==> config.mk <==
export PLATFORM = sky130hd
export DESIGN_NAME = mul_div_unit_flat
export DESIGN_NICKNAME = d
export VERILOG_FILES = /design/src/rtl/md_pkg.sv /design/src/rtl/mul_div_unit_if.sv /design/src/rtl/md_sign_fix.sv /design/src/rtl/mul_div_unit.sv /design/src/flat_wrapper.sv
export SDC_FILE = /design/constraint.sdc
export NUM_CORES = 1
export LEC_CHECK = 0
export BUFFER_PORTS_ARGS = -buffer_cell sky130_fd_sc_hd__buf_2
export CAP_MARGIN = 30
export CORE_MARGIN = 1.5
export CORE_UTILIZATION = 40
export CTS_BUF_LIST = sky130_fd_sc_hd__clkbuf_16
export DETAILED_ROUTE_END_ITERATION = 7
export REMOVE_ABC_BUFFERS = 1
export SLEW_MARGIN = 10
export SYNTH_ARGS = -nofsm -noshare
export SYNTH_HDL_FRONTEND = slang
export SYNTH_HIERARCHICAL = 1
export SYNTH_SLANG_ARGS = --single-unit
==> constraint.sdc <==
create_clock -name clk -period 6.9 [get_ports clk]
set_input_delay 1.38 -clock clk [delete_from_list [all_inputs] [get_ports clk]]
set_output_delay 1.38 -clock clk [all_outputs]
set_load 0.01 [all_outputs]
==> src/rtl/md_pkg.sv <==
// Shared definitions for the iterative multiply/divide unit.
// Op and state encodings, iteration count, magnitude helper.
package md_pkg;

  localparam int MD_ITER = 32;

  typedef enum logic [1:0] {
    MD_MULT  = 2'b00,
    MD_MULTU = 2'b01,
    MD_DIV   = 2'b10,
    MD_DIVU  = 2'b11
  } md_op_e;

  typedef enum logic [1:0] {
    S_IDLE = 2'b00,
    S_RUN  = 2'b01,
    S_FIX  = 2'b10
  } md_state_e;

  function automatic logic [31:0] md_abs(
    input logic [31:0] x,
    input logic        neg
  );
    return neg ? -x : x;
  endfunction

endpackage

==> src/rtl/mul_div_unit_if.sv <==
// Start/busy/done handshake and HI/LO access bundle
// between the execute-stage control and the mul/div unit.
interface mul_div_unit_if;
  import md_pkg::*;

  logic        start;
  md_op_e      op;
  logic [31:0] input1;
  logic [31:0] input2;
  logic        wr_hi;
  logic        wr_lo;
  logic [31:0] wr_data;
  logic        busy;
  logic        done;
  logic [31:0] hi;
  logic [31:0] lo;

  modport master (
    output start, op, input1, input2,
    output wr_hi, wr_lo, wr_data,
    input  busy, done, hi, lo
  );

  modport slave (
    input  start, op, input1, input2,
    input  wr_hi, wr_lo, wr_data,
    output busy, done, hi, lo
  );

endinterface

==> src/rtl/md_sign_fix.sv <==
// Sign correction of the raw magnitude result into HI/LO values,
// including the divide-by-zero override.
module md_sign_fix
  import md_pkg::*;
(
  input  md_op_e      i_op,
  input  logic [63:0] i_acc,
  input  logic        i_neg_q,
  input  logic        i_neg_r,
  input  logic        i_dz,
  output logic [31:0] o_hi,
  output logic [31:0] o_lo
);

  logic [63:0] w_prod;
  logic [31:0] w_q;
  logic [31:0] w_r;
  logic        w_mul;

  always_comb begin
    w_mul  = ~i_op[1];
    w_prod = i_neg_q ? -i_acc : i_acc;
    w_q    = i_neg_q ? -i_acc[31:0] : i_acc[31:0];
    w_r    = i_neg_r ? -i_acc[63:32] : i_acc[63:32];
    o_hi   = w_r;
    o_lo   = w_q;
    unique case (1'b1)
      w_mul: begin
        o_hi = w_prod[63:32];
        o_lo = w_prod[31:0];
      end
      // remainder already restores the dividend when the divisor is zero
      i_dz:    o_lo = '1;
      default: ;
    endcase
  end

endmodule

==> src/rtl/mul_div_unit.sv <==
// Iterative mult/multu/div/divu unit owning HI/LO.
// Shift-add multiply, restoring divide, sign fix-up in a final cycle.
module mul_div_unit
  import md_pkg::*;
#(
  parameter int ITER = MD_ITER
) (
  input logic           clk,
  input logic           rst_n,
  mul_div_unit_if.slave bus
);

  localparam int CW = $clog2(ITER);

  md_state_e   r_state;
  logic [CW-1:0] r_cnt;
  logic [63:0] r_acc;
  logic [31:0] r_opnd;
  md_op_e      r_op;
  logic        r_neg_q;
  logic        r_neg_r;
  logic        r_dz;
  logic        r_busy;
  logic        r_done;
  logic [31:0] r_hi;
  logic [31:0] r_lo;

  logic        w_a_neg;
  logic        w_b_neg;
  logic [31:0] w_mag_a;
  logic [31:0] w_mag_b;
  logic [32:0] w_sum;
  logic [32:0] w_shl;
  logic [32:0] w_diff;
  logic [63:0] w_mul_nx;
  logic [63:0] w_div_nx;
  logic [63:0] w_acc_nx;
  logic [31:0] w_hi_fix;
  logic [31:0] w_lo_fix;

  always_comb begin
    w_a_neg  = ~bus.op[0] & bus.input1[31];
    w_b_neg  = ~bus.op[0] & bus.input2[31];
    w_mag_a  = md_abs(bus.input1, w_a_neg);
    w_mag_b  = md_abs(bus.input2, w_b_neg);
    w_sum    = {1'b0, r_acc[63:32]} + {1'b0, r_opnd};
    w_shl    = {r_acc[63:32], r_acc[31]};
    w_diff   = w_shl - {1'b0, r_opnd};
    w_mul_nx = r_acc[0] ? {w_sum, r_acc[31:1]}
                        : {1'b0, r_acc[63:1]};
    w_div_nx = w_diff[32] ? {w_shl[31:0], r_acc[30:0], 1'b0}
                          : {w_diff[31:0], r_acc[30:0], 1'b1};
    w_acc_nx = r_op[1] ? w_div_nx : w_mul_nx;
  end

  md_sign_fix u_fix (
    .i_op    (r_op),
    .i_acc   (r_acc),
    .i_neg_q (r_neg_q),
    .i_neg_r (r_neg_r),
    .i_dz    (r_dz),
    .o_hi    (w_hi_fix),
    .o_lo    (w_lo_fix)
  );

  always_ff @(posedge clk or negedge rst_n) begin
    if (!rst_n) begin
      r_state <= S_IDLE;
      r_cnt   <= '0;
      r_acc   <= '0;
      r_opnd  <= '0;
      r_op    <= MD_MULT;
      r_neg_q <= 1'b0;
      r_neg_r <= 1'b0;
      r_dz    <= 1'b0;
      r_busy  <= 1'b0;
      r_done  <= 1'b0;
      r_hi    <= '0;
      r_lo    <= '0;
    end else begin
      r_done <= 1'b0;
      unique case (r_state)
        S_IDLE: begin
          if (bus.start) begin
            r_state <= S_RUN;
            r_busy  <= 1'b1;
            r_cnt   <= CW'(ITER - 1);
            r_op    <= bus.op;
            r_neg_q <= w_a_neg ^ w_b_neg;
            r_neg_r <= w_a_neg;
            r_dz    <= bus.op[1] & (bus.input2 == '0);
            // mult: {0, multiplier} + multiplicand; div: {rem=0, dividend}
            r_acc   <= bus.op[1] ? {32'b0, w_mag_a} : {32'b0, w_mag_b};
            r_opnd  <= bus.op[1] ? w_mag_b : w_mag_a;
          end else begin
            if (bus.wr_hi) r_hi <= bus.wr_data;
            if (bus.wr_lo) r_lo <= bus.wr_data;
          end
        end
        S_RUN: begin
          r_acc <= w_acc_nx;
          r_cnt <= r_cnt - CW'(1);
          if (r_cnt == '0) r_state <= S_FIX;
        end
        S_FIX: begin
          r_hi    <= w_hi_fix;
          r_lo    <= w_lo_fix;
          r_done  <= 1'b1;
          r_busy  <= 1'b0;
          r_state <= S_IDLE;
        end
        default: r_state <= S_IDLE;
      endcase
    end
  end

  assign bus.busy = r_busy;
  assign bus.done = r_done;
  assign bus.hi   = r_hi;
  assign bus.lo   = r_lo;

endmodule
==> src/flat_wrapper.sv <==
// flat-port wrapper written by rule: the top's interface ports become plain ports
module mul_div_unit_flat import md_pkg::*;
#(
  parameter int ITER = MD_ITER
)
  (clk, rst_n, bus_start, bus_op, bus_input1, bus_input2, bus_wr_hi, bus_wr_lo, bus_wr_data, bus_busy, bus_done, bus_hi, bus_lo);
  mul_div_unit_if bus_i ();
  input logic clk;
  input logic rst_n;
  input wire logic [$bits(bus_i.start)-1:0] bus_start;
  input wire logic [$bits(bus_i.op)-1:0] bus_op;
  input wire logic [$bits(bus_i.input1)-1:0] bus_input1;
  input wire logic [$bits(bus_i.input2)-1:0] bus_input2;
  input wire logic [$bits(bus_i.wr_hi)-1:0] bus_wr_hi;
  input wire logic [$bits(bus_i.wr_lo)-1:0] bus_wr_lo;
  input wire logic [$bits(bus_i.wr_data)-1:0] bus_wr_data;
  output wire logic [$bits(bus_i.busy)-1:0] bus_busy;
  output wire logic [$bits(bus_i.done)-1:0] bus_done;
  output wire logic [$bits(bus_i.hi)-1:0] bus_hi;
  output wire logic [$bits(bus_i.lo)-1:0] bus_lo;
  assign bus_i.start = bus_start;
  assign bus_i.op = bus_op;
  assign bus_i.input1 = bus_input1;
  assign bus_i.input2 = bus_input2;
  assign bus_i.wr_hi = bus_wr_hi;
  assign bus_i.wr_lo = bus_wr_lo;
  assign bus_i.wr_data = bus_wr_data;
  assign bus_busy = bus_i.busy;
  assign bus_done = bus_i.done;
  assign bus_hi = bus_i.hi;
  assign bus_lo = bus_i.lo;
  mul_div_unit #(.ITER(ITER)) u_core (.clk(clk), .rst_n(rst_n), .bus(bus_i));
endmodule
==> results.md, run 1 <==
- The post-DP HPWL is 42100 microns.
- The number of global-route vias before repair was 14600.
- During synthesis, Yosys emitted a total of 6 warnings.
- From bottom edge to top edge, the die measures 202 microns.
- The cell sitting at the root of the clock tree is a sky130_fd_sc_hd__clkbuf_16.
- The die covers 40700 sq um.
- The shortest period the worst path allows is 4330 ps.
- The count of clock tree sinks is 173.
- The clock passes through at most 2 buffers.
- On the final layout, the worst hold slack is 476 ps.
- The worst hold path belongs to the class reg2reg.
- The starting DRC count in detailed routing is 1282.
- Port buffering added 168 buffers.
- Setup violations remaining at the end of the flow were counted as 0.
- The number of instances in the synthesized netlist is 2044.
- At the end of the flow, the number of nets in the layout was 2308.
- The post-detailed-routing wire length is 55100 microns.
- The fmax is 0.231 GHz.
- The transition at the pin with the smallest max-transition slack is 888 ps.
- STA classifies the critical path endpoint as a flip-flop.
- The total overflow left after global routing is 0.
- STA classifies the critical path startpoint as a flip-flop.
- The post-CTS repair timing setup buffer count is 0.
- The initial utilization of the core area, before any placement, comes to 40.6%.
- The horizontal extent of the die is 202 microns.
- At the later pin of the worst-skew pair, clock insertion delay measures 460 ps.
- Dividing the final minimum period by the clock period gives 62.7%.
- The total of fill cells in the finished design is 3950.
- Dividing the synthesized area by the synthesized cell count gives 7.72 sq um.
- The number of instances resized during post-cts repair is 0.
- The largest fanout on the critical path is 27.
- The area of all placed cells without fillers is 17600 sq um.
- The worst endpoint data arrival time is 4670 ps.
- For this design the static power due to leakage is 7.64 nW.
- The routed layout has 16000 vias.
- The biggest cell delay along the critical path is 640 ps.
- The synthesized netlist occupies a cell area of 15800 sq um.
- The kind of critical path is reg2reg.
- Global routing consumed, over all layers together, 26.7% of the routing resources.
- The worst setup skew after layout is 14.6 ps.
- The global placer's final weighted congestion is 0.967.
- The peak supply drop is 237 uV.
- The CTS tree is built.
- The number of rows in the core area is 72.
- The max-slew violation total from the final report is 0.
- The synthesis-to-layout area growth is 11.4%.
- The share of post-route cells with drive strength above 1 is 12.6%.
- The worst slew slack as a fraction of its limit is 40.8%.
- Power spread over the standard cell area amounts to 576 nW/um^2.
- In the routed design, unresolved DRC markers number 0.
- The number of nets still failing antenna checks after routing is 0.
- The global-route wire length before repair is 85200 microns.
- The clock buffer count from CTS is 17.
- Measured on the finished design, the core utilization comes to 45.3%.
- In the final routed layout, each cell accounts on average for 20.7 microns.
- The count of antenna diodes in the layout is 0.
- The deepest level of the CTS H-tree is 4.
- The max-capacitance violation count is 0.
- After detailed routing, the number of vias per cell comes to 6.00.
- Clock-pin slew was measured on the worst setup and hold paths at 70 ps.
- The final-report hold violation count came to 0.
- The signal on the critical path passes through inv_1, ha_1, fa_1, nand2b_1, a21oi_2, o211ai_1, a211oi_2, nor3_1, o31ai_2, xor2_4, buf_4, mux2i_1, a21oi_1, a31o_2.
- The I/O pin total is 169.
- The number of search-and-repair iterations in the first detailed-routing pass is 5.
- Total power for the finished layout comes to 10.1 mW.
- The cell with the largest stage delay on the worst path is sky130_fd_sc_hd__xor2_4.
- The post-placement cell area is 17000 sq um.
- Entering global routing, the biggest net connects 90 pins.
- The number of buffers added to fix hold violations after cts is 0.
- The data required time at the worst endpoint is 7240 ps.
- The floorplan step defined a core boundary enclosing 38800 sq um.
- The number of antenna violations at the first check in global routing came to 1.
- Setup repair after global routing left no endpoint under its margin.
- The flow ran to the end, and the final reports show no timing, DRC or antenna violations.
- For the final routed database, the setup TNS stands at 0 ps.
## metrics by stage
| step | worst slack, ps | cells |
|---|---|---|
| final | 2570 | 2664 |
| after global routing | 2290 | 2664 |
| after CTS | 2590 | 2662 |
| after detailed placement | 2600 | 2630 |
| after global placement | 2670 | 2630 |
| after floorplan | 2600 | 1921 |
## final timing paths
path,slack [ps],cells past startpoint,end,start
setup / recovery,2570,14,u_core/r_acc[45],u_core/r_acc[31]
hold / removal,480,2,u_core/bus.hi[5],u_core/bus.hi[5]
setup reg to reg,2570,14,u_core/r_acc[45],u_core/r_acc[31]
hold reg to reg,480,2,u_core/bus.hi[5],u_core/bus.hi[5]
max in group asynchronous,4640,2,u_core/r_op[1],rst_n
min in group asynchronous,890,1,u_core/bus.hi[10],rst_n
## flip-flops by register name (all words and copies together) (netlist names)
| register | cells |
|---|---|
| u_core/r_neg_r | 1 |
| u_core/bus.busy | 1 |
| u_core/r_cnt | 5 |
| u_core/r_acc | 64 |
| u_core/bus.done | 1 |
| u_core/r_op | 1 |
| u_core/r_dz | 1 |
| u_core/r_opnd | 32 |
| u_core/bus.hi | 32 |
| u_core/bus.lo | 32 |
| u_core/r_state | 2 |
| u_core/r_neg_q | 1 |
## cells in the final DEF (no fill, tap or decap), types with 29 or more instances in the layout
cell type and n:
sky130_fd_sc_hd__a21o_1 38, sky130_fd_sc_hd__a21oi_1 224, sky130_fd_sc_hd__buf_2 166, sky130_fd_sc_hd__dfrtp_1 172
sky130_fd_sc_hd__ha_1 70, sky130_fd_sc_hd__inv_1 74, sky130_fd_sc_hd__mux2i_1 66, sky130_fd_sc_hd__nand2_1 256
sky130_fd_sc_hd__nand3_1 61, sky130_fd_sc_hd__nor2_1 116, sky130_fd_sc_hd__nor2b_1 50, sky130_fd_sc_hd__nor3_1 34
sky130_fd_sc_hd__nor4_1 30, sky130_fd_sc_hd__o21ai_0 204, sky130_fd_sc_hd__o221ai_1 35, sky130_fd_sc_hd__o31ai_1 29
sky130_fd_sc_hd__xnor2_1 75, sky130_fd_sc_hd__xor2_1 86
## final cells by class
cell class	count	area [sq um]	area share, %
Clock buffer	17	425	2.42
Inverter	74	278	1.58
Tap cell	518	648	3.69
Multi-Input combinational cell	1674	10700	61.1
Sequential cell	173	4330	24.6
Timing Repair Buffer	193	1040	5.90
Clock inverter	15	124	0.705
## worst max-delay path: cells and delay by family (launching register included)
family / cells / cell delay (ps)
fa+ha+maj: 2 / 610
flops: 1 / 500
buf+inv: 2 / 500
simple gates: 2 / 320
xor+xnor: 1 / 640
compound gates: 6 / 1400
mux: 1 / 220
## power breakdown
part	internal (mW)	leakage [nW]	switching [mW]
Combinational	2.78	5.25	3.96
Clock	0.495	0.264	0.452
Sequential	1.52	2.12	0.912
Total	4.79	7.64	5.33
## layer usage
metal	GRT usage [%]	part of all wire [%]
met5	0	0.022
met4	7.86	2.4
met3	3.47	6.6
met2	42.9	46
met1	37.2	45
Power figures use the tool's default switching activity.
==> run 2, diff against run 1 <==
==> constraint.sdc (replaced) <==
create_clock -name clk -period 3.6 [get_ports clk]
set_input_delay 0.72 -clock clk [delete_from_list [all_inputs] [get_ports clk]]
set_output_delay 0.72 -clock clk [all_outputs]
set_load 0.01 [all_outputs]
==> results.md, run 2 (synthesis results as in run 1) <==
- The largest fanout on the critical path is 5 (was 27).
- The total power divided by cell area is 1130 nW/um^2 (was 576 nW/um^2).
- The number of buffers added to fix hold violations after cts was 0 (unchanged).
- The number of buffers inserted by port buffering is 168 (unchanged).
- The worst setup skew after layout is 18.2 ps (was 14.6 ps).
- The area of the die is 40700 sq um (unchanged).
- The pin count of the biggest net entering global routing is 127 (was 90).
- The max-slew violation total from the final report came to 0 (unchanged).
- The post-DP HPWL was 44200 microns (was 42100 microns).
- The starting density of the core is 40.6% (unchanged).
- The I/O pin total is 169 (unchanged).
- The number of flip-flops under the largest register name is 64 (unchanged).
- The maximum root-to-sink buffer count is 2 (unchanged).
- Commonest cells after routing, fill and taps aside: 256 x sky130_fd_sc_hd__nand2_1, 224 x sky130_fd_sc_hd__a21oi_1, 204 x sky130_fd_sc_hd__o21ai_0, 172 x sky130_fd_sc_hd__dfrtp_1, 166 x sky130_fd_sc_hd__buf_2 (unchanged).
- The most common library cell in the layout ignoring fill and taps is sky130_fd_sc_hd__nand2_1 (unchanged).
- The number of rows in the core area is 72 (unchanged).
- The count of clock tree sinks is 173 (unchanged).
- The worst slew slack as a fraction of its limit came to 35.1% (was 40.8%).
- The fmax is 0.293 GHz (was 0.231 GHz).
- The number of antenna violations at the first check in global routing came to 0 (was 1).
- The final net count is 2383 (was 2308).
- The post-detailed-route via-to-cell ratio is 5.95 (was 6.00).
- The number of non-filler instances in the completed layout is 2739 (was 2664).
- The horizontal extent of the die is 202 microns (unchanged).
- The remaining global-route overflow is 0 (unchanged).
- The number of setup violations in the final report is 0 (unchanged).
- The synthesis-to-layout area growth is 15.9% (was 11.4%).
- The area of the core came to 38800 sq um (unchanged).
- The setup slack of the worst register-to-register path came to 180 ps (was 2570 ps).
- The deepest level of the CTS H-tree is 4 (unchanged).
- The insertion delay to the later sink of the worst-skew pair was 450 ps (was 460 ps).
- The number of nets still failing antenna checks after routing is 0 (unchanged).
- The clock buffer count from CTS is 17 (unchanged).
- The register ranked first by flip-flop count was u_core/r_acc (unchanged).
- The total of fill cells in the finished design is 3888 (was 3950).
- The number of search-and-repair iterations in the first detailed-routing pass is 5 (unchanged).
- The post-detailed-routing wire length came to 57400 microns (was 55100 microns).
- The global-route wire length before repair is 87900 microns (was 85200 microns).
- The number of vias after detailed routing is 16300 (was 16000).
- The shortest period the worst path allows is 3420 ps (was 4330 ps).
- The count of antenna diodes in the layout is 0 (unchanged).
- The critical path endpoint category is a flip-flop (unchanged).
- The total routing resource utilization after global routing was 27.6% (was 26.7%).
- The global placer's final weighted congestion is 0.977 (was 0.967).
- The number of global-route vias before repair is 15200 (was 14600).
- Status: complete, no violations (unchanged).
- The starting DRC count in detailed routing is 1280 (was 1282).
- The clock transition at the register clock pins on the worst setup and hold paths after CTS is 80 ps (was 70 ps).
- The final routed wire length divided by cell count is 20.9 microns (was 20.7 microns).
- The data required time at the worst endpoint is 3940 ps (was 7240 ps).
- The CTS tree is built (unchanged).
- The max-capacitance violation count was 0 (unchanged).
- The kind of critical path is reg2reg (unchanged).
- The transition at the pin with the smallest max-transition slack was 973 ps (was 888 ps).
- The die outline height came to 202 microns (unchanged).
- The final-report hold violation count is 0 (unchanged).
- The ratio of final minimum period to clock period came to 94.9% (was 62.7%).
- The cell at the root of the clock tree is sky130_fd_sc_hd__clkbuf_16 (unchanged).
- The total DRC errors in the routed layout is 0 (unchanged).
- The element type at the critical path start is a flip-flop (unchanged).
- The leakage power total is 8.08 nW (was 7.64 nW).
- The path category of the worst min-delay check is in2async (was reg2reg).
- The worst endpoint data arrival time is 3750 ps (was 4670 ps).
- The peak supply drop came to 599 uV (was 237 uV).
- Unrepaired setup endpoints after global routing: false (unchanged).
- The total placed cells including tap cells is 2697 (was 2630).
- The total negative setup slack was 0 ps (unchanged).
- The share of post-route cells with drive strength above 1 is 15.7% (was 12.6%).
[run 2: cell types whose count changed in the layout (fill, tap and decap cells not counted), sizes merged]
cell      change
buf          +75
bufinv        +1
clkinvlp      -2
inv           -1
clkinv        +2
[run 2: per-layer routing]
layer | part of all wire, % | vias to the layer above | global-route usage (%)
li1 | - | 7743 | -
met3 | 6.2 | 88 | 3.16
met1 | 45 | 7858 | 38.8
met2 | 45 | 617 | 43.9
met5 | 0 | - | 0
met4 | 3.1 | 0 | 9.51
[run 2: layout make-up]
class,count,area [sq um],area share (%)
Tap cell,518,648,3.54
Clock buffer,17,425,2.33
Clock inverter,15,146,0.801
Timing Repair Buffer,268,1710,9.34
Multi-Input combinational cell,1674,10700,58.8
Sequential cell,173,4330,23.7
Inverter,74,278,1.52
[run 2: worst paths after layout]
kind                                   from                end  depth (start not counted)
min in group clk           u_core/bus.lo[4]   u_core/bus.lo[4]                          2
hold reg to reg            u_core/bus.lo[4]   u_core/bus.lo[4]                          2
setup / recovery           u_core/r_acc[32]   u_core/r_acc[61]                         13
setup reg to reg           u_core/r_acc[32]   u_core/r_acc[61]                         13
hold / removal                        rst_n   u_core/r_acc[36]                          1
max in group asynchronous             rst_n  u_core/bus.lo[11]                          2
[run 2: power by group]
group	total [mW]	switching (mW)	internal (mW)
Sequential	4.11	1.19	2.92
Combinational	14.7	8.52	6.18
Clock	1.88	0.861	1.02
Total	20.7	10.6	10.1
[run 2: per-stage QoR]
stage | util (%) | power (mW) | hold slack (ps) | instance area (sq um) | setup WS, ps
after floorplan | - | 13.4 | 424 | 15300 | -690
after global placement | 45.3 | 18.0 | 456 | 17600 | 152
after detailed placement | 45.3 | 18.2 | 465 | 17600 | 86.4
after CTS | 46.8 | 20.1 | 313 | 18200 | 103
after global routing | 47.1 | 22.2 | 333 | 18300 | 6.72
final | 47.1 | 20.7 | 301 | 18300 | 184
[run 2: critical path: stages, from the launching register on]
cell and delay [ps]:
sky130_fd_sc_hd__dfrtp_1 430, sky130_fd_sc_hd__ha_1 230, sky130_fd_sc_hd__inv_1 70, sky130_fd_sc_hd__fa_1 390, sky130_fd_sc_hd__nand2b_1 180, sky130_fd_sc_hd__a21o_1 190
sky130_fd_sc_hd__a31oi_1 280, sky130_fd_sc_hd__a21oi_1 150, sky130_fd_sc_hd__o311a_1 410, sky130_fd_sc_hd__o21ai_1 200, sky130_fd_sc_hd__a41o_1 210, sky130_fd_sc_hd__xor2_1 60
sky130_fd_sc_hd__or3_1 300, sky130_fd_sc_hd__a22o_1 200
[run 2: repair_timing]
action,in CTS,in global routing
resized for setup,0,2
setup endpoints to repair,0,6
setup buffers,0,9
